--- src/rtl/mc_control_pkg.sv ---
`default_nettype none
// ============================================================================
// Module      : mc_control_pkg
// Description : Shared state, class and datapath-select encodings for the
//               multi-cycle MIPS control unit.
// Revision    : 1.0 - initial release
// ============================================================================
package mc_control_pkg;

    typedef enum logic [3:0] {
        ST_FETCH    = 4'd0,
        ST_DECODE   = 4'd1,
        ST_EXEC_R   = 4'd2,
        ST_MUL_WAIT = 4'd3,
        ST_EXEC_I   = 4'd4,
        ST_ADDR     = 4'd5,
        ST_MEM_RD   = 4'd6,
        ST_MEM_WR   = 4'd7,
        ST_WB_R     = 4'd8,
        ST_WB_I     = 4'd9,
        ST_WB_MEM   = 4'd10,
        ST_BRANCH   = 4'd11,
        ST_JUMP     = 4'd12,
        ST_TRAP     = 4'd13
    } state_t;

    typedef enum logic [2:0] {
        CLS_R       = 3'd0,
        CLS_MUL     = 3'd1,
        CLS_ADDI    = 3'd2,
        CLS_LOAD    = 3'd3,
        CLS_STORE   = 3'd4,
        CLS_BRANCH  = 3'd5,
        CLS_JUMP    = 3'd6,
        CLS_ILLEGAL = 3'd7
    } iclass_t;

    localparam logic [5:0] c_op_rtype = 6'h00;
    localparam logic [5:0] c_op_j     = 6'h02;
    localparam logic [5:0] c_op_beq   = 6'h04;
    localparam logic [5:0] c_op_bne   = 6'h05;
    localparam logic [5:0] c_op_addi  = 6'h08;
    localparam logic [5:0] c_op_mul   = 6'h1c;
    localparam logic [5:0] c_op_lb    = 6'h20;
    localparam logic [5:0] c_op_lh    = 6'h21;
    localparam logic [5:0] c_op_lw    = 6'h23;
    localparam logic [5:0] c_op_lbu   = 6'h24;
    localparam logic [5:0] c_op_lhu   = 6'h25;
    localparam logic [5:0] c_op_sb    = 6'h28;
    localparam logic [5:0] c_op_sh    = 6'h29;
    localparam logic [5:0] c_op_sw    = 6'h2b;

    localparam logic [1:0] c_pc_src_seq    = 2'b00;
    localparam logic [1:0] c_pc_src_branch = 2'b01;
    localparam logic [1:0] c_pc_src_jump   = 2'b10;

    localparam logic [1:0] c_alub_rt      = 2'b00;
    localparam logic [1:0] c_alub_four    = 2'b01;
    localparam logic [1:0] c_alub_imm     = 2'b10;
    localparam logic [1:0] c_alub_imm_sh2 = 2'b11;

    localparam logic [1:0] c_alu_add   = 2'b00;
    localparam logic [1:0] c_alu_sub   = 2'b01;
    localparam logic [1:0] c_alu_funct = 2'b10;

    localparam logic [1:0] c_size_byte = 2'b00;
    localparam logic [1:0] c_size_half = 2'b01;
    localparam logic [1:0] c_size_word = 2'b10;

    // Access width is carried in the low two opcode bits of every load/store.
    function automatic logic [1:0] mem_size_of(input logic [1:0] sel);
        case (sel)
            2'b11:   return c_size_word;
            2'b01:   return c_size_half;
            default: return c_size_byte;
        endcase
    endfunction

endpackage
`default_nettype wire

--- src/rtl/mc_opcode_decode.sv ---
`default_nettype none
// ============================================================================
// Module      : mc_opcode_decode
// Description : Combinational opcode classifier for the multi-cycle control.
// Revision    : 1.0 - initial release
// ============================================================================
module mc_opcode_decode
    import mc_control_pkg::*;
#(
    parameter bit ENABLE_MUL = 1'b1
) (
    input  logic [5:0] i_opcode,
    output iclass_t    o_iclass,
    output logic [1:0] o_mem_size,
    output logic       o_mem_unsigned,
    output logic       o_legal,
    output logic       o_is_bne
);

    logic w_is_mem;

    always_comb begin
        o_iclass = CLS_ILLEGAL;
        o_is_bne = 1'b0;
        case (i_opcode)
            c_op_rtype: o_iclass = CLS_R;
            c_op_mul:   o_iclass = ENABLE_MUL ? CLS_MUL : CLS_ILLEGAL;
            c_op_addi:  o_iclass = CLS_ADDI;
            c_op_lb, c_op_lh, c_op_lw, c_op_lbu, c_op_lhu:
                        o_iclass = CLS_LOAD;
            c_op_sb, c_op_sh, c_op_sw:
                        o_iclass = CLS_STORE;
            c_op_beq:   o_iclass = CLS_BRANCH;
            c_op_bne: begin
                o_iclass = CLS_BRANCH;
                o_is_bne = 1'b1;
            end
            c_op_j:     o_iclass = CLS_JUMP;
            default:    o_iclass = CLS_ILLEGAL;
        endcase
    end

    assign w_is_mem       = (o_iclass == CLS_LOAD) || (o_iclass == CLS_STORE);
    assign o_legal        = (o_iclass != CLS_ILLEGAL);
    assign o_mem_size     = w_is_mem ? mem_size_of(i_opcode[1:0]) : c_size_byte;
    assign o_mem_unsigned = w_is_mem & i_opcode[2];

endmodule
`default_nettype wire

--- src/rtl/mc_control_fsm.sv ---
`default_nettype none
// ============================================================================
// Module      : mc_control_fsm
// Description : Multi-cycle MIPS main control sequencer with memory
//               handshakes, multi-cycle multiply and illegal-opcode trap.
// Revision    : 1.0 - initial release
// ============================================================================
module mc_control_fsm
    import mc_control_pkg::*;
#(
    parameter int unsigned MUL_LATENCY     = 4,
    parameter bit          ENABLE_MUL      = 1'b1,
    parameter bit          HALT_ON_ILLEGAL = 1'b1
) (
    input  logic       clk,
    input  logic       rst,
    input  logic [5:0] opcode,
    input  logic       zero,
    input  logic       imem_ready,
    input  logic       dmem_ready,
    output logic       imem_req,
    output logic       ir_write,
    output logic       pc_write,
    output logic [1:0] pc_src,
    output logic [1:0] alu_src_b,
    output logic [1:0] alu_op,
    output logic       dmem_req,
    output logic       dmem_we,
    output logic [1:0] mem_size,
    output logic       mem_unsigned,
    output logic       reg_write,
    output logic       reg_dst,
    output logic       mem_to_reg,
    output logic       mul_start,
    output logic       retire,
    output logic       illegal_op
);

    localparam logic [3:0] c_mul_init = 4'(MUL_LATENCY - 1);

    state_t     r_state;
    state_t     w_next_state;
    logic [3:0] r_mul_cnt;
    iclass_t    r_class;
    logic [1:0] r_mem_size;
    logic       r_mem_unsigned;
    logic       r_is_bne;

    iclass_t    w_class;
    logic [1:0] w_dec_size;
    logic       w_dec_unsigned;
    logic       w_legal;
    logic       w_is_bne;

    mc_opcode_decode #(
        .ENABLE_MUL (ENABLE_MUL)
    ) u_decode (
        .i_opcode       (opcode),
        .o_iclass       (w_class),
        .o_mem_size     (w_dec_size),
        .o_mem_unsigned (w_dec_unsigned),
        .o_legal        (w_legal),
        .o_is_bne       (w_is_bne)
    );

    always_ff @(posedge clk) begin
        if (rst) begin
            r_state        <= ST_FETCH;
            r_mul_cnt      <= 4'd0;
            r_class        <= CLS_R;
            r_mem_size     <= c_size_byte;
            r_mem_unsigned <= 1'b0;
            r_is_bne       <= 1'b0;
        end else begin
            r_state <= w_next_state;
            // The IR is only guaranteed stable from DECODE, so capture the
            // decoded attributes there and run the rest of the flow from them.
            if (r_state == ST_DECODE) begin
                r_class        <= w_class;
                r_mem_size     <= w_dec_size;
                r_mem_unsigned <= w_dec_unsigned;
                r_is_bne       <= w_is_bne;
                r_mul_cnt      <= c_mul_init;
            end else if ((r_state == ST_MUL_WAIT) && (r_mul_cnt != 4'd0)) begin
                r_mul_cnt <= r_mul_cnt - 4'd1;
            end
        end
    end

    always_comb begin
        w_next_state = r_state;
        imem_req     = 1'b0;
        ir_write     = 1'b0;
        pc_write     = 1'b0;
        pc_src       = c_pc_src_seq;
        alu_src_b    = c_alub_rt;
        alu_op       = c_alu_add;
        dmem_req     = 1'b0;
        dmem_we      = 1'b0;
        mem_size     = c_size_byte;
        mem_unsigned = 1'b0;
        reg_write    = 1'b0;
        reg_dst      = 1'b0;
        mem_to_reg   = 1'b0;
        mul_start    = 1'b0;
        retire       = 1'b0;
        illegal_op   = 1'b0;

        if (!rst) begin
            case (r_state)
                ST_FETCH: begin
                    imem_req  = 1'b1;
                    alu_src_b = c_alub_four;
                    alu_op    = c_alu_add;
                    if (imem_ready) begin
                        ir_write     = 1'b1;
                        pc_write     = 1'b1;
                        pc_src       = c_pc_src_seq;
                        w_next_state = ST_DECODE;
                    end
                end
                ST_DECODE: begin
                    alu_src_b = c_alub_imm_sh2;
                    if (!w_legal) begin
                        if (HALT_ON_ILLEGAL) begin
                            w_next_state = ST_TRAP;
                        end else begin
                            retire       = 1'b1;
                            w_next_state = ST_FETCH;
                        end
                    end else begin
                        case (w_class)
                            CLS_R:                w_next_state = ST_EXEC_R;
                            CLS_MUL:              w_next_state = ST_MUL_WAIT;
                            CLS_ADDI:             w_next_state = ST_EXEC_I;
                            CLS_LOAD, CLS_STORE:  w_next_state = ST_ADDR;
                            CLS_BRANCH:           w_next_state = ST_BRANCH;
                            CLS_JUMP:             w_next_state = ST_JUMP;
                            default:              w_next_state = ST_TRAP;
                        endcase
                    end
                end
                ST_EXEC_R: begin
                    alu_op       = c_alu_funct;
                    alu_src_b    = c_alub_rt;
                    w_next_state = ST_WB_R;
                end
                ST_MUL_WAIT: begin
                    mul_start = (r_mul_cnt == c_mul_init);
                    if (r_mul_cnt == 4'd0) begin
                        w_next_state = ST_WB_R;
                    end
                end
                ST_EXEC_I: begin
                    alu_op       = c_alu_add;
                    alu_src_b    = c_alub_imm;
                    w_next_state = ST_WB_I;
                end
                ST_ADDR: begin
                    alu_op       = c_alu_add;
                    alu_src_b    = c_alub_imm;
                    mem_size     = r_mem_size;
                    mem_unsigned = r_mem_unsigned;
                    w_next_state = (r_class == CLS_LOAD) ? ST_MEM_RD : ST_MEM_WR;
                end
                ST_MEM_RD: begin
                    dmem_req     = 1'b1;
                    mem_size     = r_mem_size;
                    mem_unsigned = r_mem_unsigned;
                    if (dmem_ready) begin
                        w_next_state = ST_WB_MEM;
                    end
                end
                ST_MEM_WR: begin
                    dmem_req     = 1'b1;
                    dmem_we      = 1'b1;
                    mem_size     = r_mem_size;
                    mem_unsigned = r_mem_unsigned;
                    if (dmem_ready) begin
                        retire       = 1'b1;
                        w_next_state = ST_FETCH;
                    end
                end
                ST_WB_R: begin
                    reg_write    = 1'b1;
                    reg_dst      = 1'b1;
                    retire       = 1'b1;
                    w_next_state = ST_FETCH;
                end
                ST_WB_I: begin
                    reg_write    = 1'b1;
                    retire       = 1'b1;
                    w_next_state = ST_FETCH;
                end
                ST_WB_MEM: begin
                    reg_write    = 1'b1;
                    mem_to_reg   = 1'b1;
                    mem_size     = r_mem_size;
                    mem_unsigned = r_mem_unsigned;
                    retire       = 1'b1;
                    w_next_state = ST_FETCH;
                end
                ST_BRANCH: begin
                    alu_op       = c_alu_sub;
                    alu_src_b    = c_alub_rt;
                    pc_src       = c_pc_src_branch;
                    pc_write     = zero ^ r_is_bne;
                    retire       = 1'b1;
                    w_next_state = ST_FETCH;
                end
                ST_JUMP: begin
                    pc_write     = 1'b1;
                    pc_src       = c_pc_src_jump;
                    retire       = 1'b1;
                    w_next_state = ST_FETCH;
                end
                ST_TRAP: begin
                    illegal_op = 1'b1;
                end
                default: begin
                    w_next_state = ST_FETCH;
                end
            endcase
        end
    end

endmodule
`default_nettype wire

--- config.mk ---
export PLATFORM = sky130hd
export DESIGN_NAME = mc_control_fsm
export DESIGN_NICKNAME = d
export VERILOG_FILES = /design/src/rtl/mc_control_pkg.sv /design/src/rtl/mc_opcode_decode.sv /design/src/rtl/mc_control_fsm.sv
export SDC_FILE = /design/constraint.sdc
export NUM_CORES = 1
export LEC_CHECK = 0
export CAP_MARGIN = 20
export CORE_UTILIZATION = 49
export CTS_CLUSTER_SIZE = 10
export DETAILED_ROUTE_END_ITERATION = 6
export PLACE_DENSITY = 0.86
export REMOVE_ABC_BUFFERS = 1
export SYNTH_ARGS = -nofsm -noshare
export SYNTH_HDL_FRONTEND = slang
export SYNTH_SLANG_ARGS = --single-unit
export TNS_END_PERCENT = 5
--- constraint.sdc ---
create_clock -name clk -period 2.1 [get_ports clk]
set_input_delay 0.42 -clock clk [delete_from_list [all_inputs] [get_ports clk]]
set_output_delay 0.42 -clock clk [all_outputs]
set_load 0.01 [all_outputs]
==> run metrics <==
Routed met3 length=239 um; # IOs=31; num rows=17; H-tree depth=1; RSZ-0062 raised after global routing=true; Switching Share=45.9%; CP Cell Sequence=buf_4 -> buf_4 -> nor2b_1 -> nand3_1 -> nor2_1 -> clkdlybuf4s15_1; number of clock sinks=15; die width=52.1 um; DRT Pass-1 Iters=4; vias in the first global route=1388; Area Growth Syn to Fin=39.1%; CP Capture Type=output port; overall die height=52.1 um; WL per Instance=16.1 um; GP Congestion=0.863; Comb pwr share=61.8%; count of different cell masters after synthesis=51; Post-DRT Antenna Nets=0; switching power=0.732 mW; largest buffer count on any clock path=2; synthesized instance count=163; Final WS setup=-0.0210 ns; overall power=1.59 mW; HPWL Detailed=2650 um; Period minus WS final=2.12 ns; Yosys top cell area share=24.4%; Initial Utilization=53.5%; Max-Slew Margin vs Limit=61.8%; post-synth top area cell=dfxtp_1; clock slew at reported path FFs=0.11 ns; worst min path class=input pin to flip-flop; root buf cell=clkbuf_4; slowest CP cell=dfxtp_1; post-CTS setup buffers=0; Synth Flop Type=dfxtp_1; kind of cell adding the most delay to the critical path=buffers and inverters; Pins Over Slew Limit=0; Num CTS Buffers=3; Worst Tran Pin Value=0.572 ns; DR vias=1460; # nets final=220; Worst Path Max Fanout=14; critical path arrival=1.70 ns; final hold violations=0; Yosys warning count=0; worst hold slack=0.423 ns; status=complete, but fails checks; Crit path required time=1.68 ns; synthesized flop and latch total=15; Static Leak=0.757 nW; largest net degree at the start of global routing=15; final wirelength=3780 um; global-route wire length before repair=6160 um; Fillers=182; asr flop ratio synth=0%; met2 wire length=1910 um; violated checks=negative setup slack; TritonCTS clock tree=done; 1st-iter DRT viols=61; WP buf/inv=3; Post-synth EDFFs=0; pwr/cell area=932 mW/mm^2; # port buffers=30; Worst IR Drop VDD=0.000755 V; Flop pwr share=26.6%; WS Path Type=flip-flop to output port; ranking of synthesized cells by area=dfxtp_1 (24%), nor4_1 (4.6%), a21oi_1 (4.5%); Startpoint Class=flip-flop; Syn Std Cell Area=0.00123 mm^2; die area=0.00271 mm^2; total grt overflow=0; worst skew pair latency=0.30 ns; r2r setup slk=0.19 ns; Overall Global Routing Usage=30.5%; sequential area share after synthesis=24.4%; Post-CTS Hold Buffers=0; Avg Inst Size Synth=7.55 um^2; initial antenna violation count=0; Fmax=471 MHz; maxcap violations=0; Post-Route M1 WL=1520 um; core area=0.00230 mm^2; clock skew=0.0134 ns; clock network fraction of design power=11.6%; layout cells sized above 1=28.2%; Top Metal Used=met4; n_diodes=0; CP max stage delay=0.34 ns; DR DRC count=0; final-report setup violation count=1; Vias per Instance=6.24; internal power=0.862 mW; most used cell, CP=buf_4; period utilization=101%
state kept, by name, summed over array words and instances (netlist names):
register        cells
r_mul_cnt           4
r_state             4
r_class             3
r_mem_size          2
r_is_bne            1
r_mem_unsigned      1
final timing paths:
path                               start                     endpoint  depth (start not counted)
max              r_state[2]$_SDFFE_PP0P_                    mul_start                          6
min                                  rst    r_mul_cnt[0]$_SDFFE_PP0P_                          2
max reg2reg      r_state[2]$_SDFFE_PP0P_   r_mem_size[0]$_SDFFE_PP0P_                          6
min reg2reg  r_mem_unsigned$_SDFFE_PP0P_  r_mem_unsigned$_SDFFE_PP0P_                          2
cell families (layout without fill, tap and decap cells):
group / Yosys count / count (layout) / share of synthesized area (%)
compound gates: 39 / 39 / 24.0
xor+xnor: 4 / 4 / 2.85
fa+ha+maj: 2 / 2 / 2.03
buf+inv: 25 / 68 / 9.46
flops: 15 / 15 / 24.4
mux: 1 / 1 / 0.915
simple gates: 77 / 77 / 36.3
stage by stage:
| step | util, % | instance area, um^2 | TNS, ns | instances | worst slack [ns] |
|---|---|---|---|---|---|
| 2_1_floorplan | - | 1150 | -0.0141 | 148 | -0.0141 |
| 3_3_place_gp | 72.5 | 1670 | -7.75 | 230 | -0.494 |
| 3_5_place_dp | 72.5 | 1670 | -8.73 | 230 | -0.579 |
| 4_1_cts | 74.9 | 1720 | -0.466 | 234 | -0.218 |
| 5_1_grt | 74.5 | 1710 | -0.0941 | 234 | -0.0723 |
| 6_report | 74.5 | 1710 | -0.0210 | 234 | -0.0210 |
synth_stat cells (3+ instances only):
master	instances
a21oi_1	11
and2_1	6
buf_2	3
clkbuf_1	9
dfxtp_1	15
inv_1	10
nand2_1	7
nand2b_1	4
nand3_1	3
nand3b_1	3
nor2_1	14
nor3_1	11
nor4_1	9
o21ai_0	7
or3_1	3
xnor2_1	3
cell type report:
class	instances	area [um^2]	area share [%]
timing repair buffer	54	435	25.5
clock buffer	3	22.5	1.32
clock inverter	1	5.00	0.293
inverter	10	37.5	2.19
sequential	15	304	17.8
tap	28	35.0	2.05
multi-input combinational	123	871	50.9
cells in the final DEF, fill, tap and decap left out, types with 7 or more instances in the layout:
master	netlist	final
a21oi_1	11	9
buf_4	1	23
clkdlybuf4s50_1	0	8
dfxtp_1	15	12
dlygate4sd2_1	0	9
inv_1	10	10
nand2_1	7	7
nor2_1	14	12
nor3_1	11	10
nor4_1	9	8
o21ai_0	7	7
layer usage:
metal,up-vias,track usage [%]
met3,15,4.68
met1,677,35.3
met2,80,54.3
met5,-,0
li1,688,-
met4,0,14.0
power groups by stage:
stage | clock network [mW] | registers, mW | logic, mW
detailed placement | 0 | 0.415 | 0.939
CTS | 0.176 | 0.419 | 0.949
floorplan | 0 | 0.471 | 0.461
global placement | 0 | 0.412 | 0.902
global route | 0.196 | 0.434 | 1.06
finish | 0.184 | 0.424 | 0.985
timing repair:
action,CTS,global route
resized for setup,39,21
pin swaps,0,2
setup endpoints to repair,20,13
No activity file was read; power rests on OpenSTA's default activity.
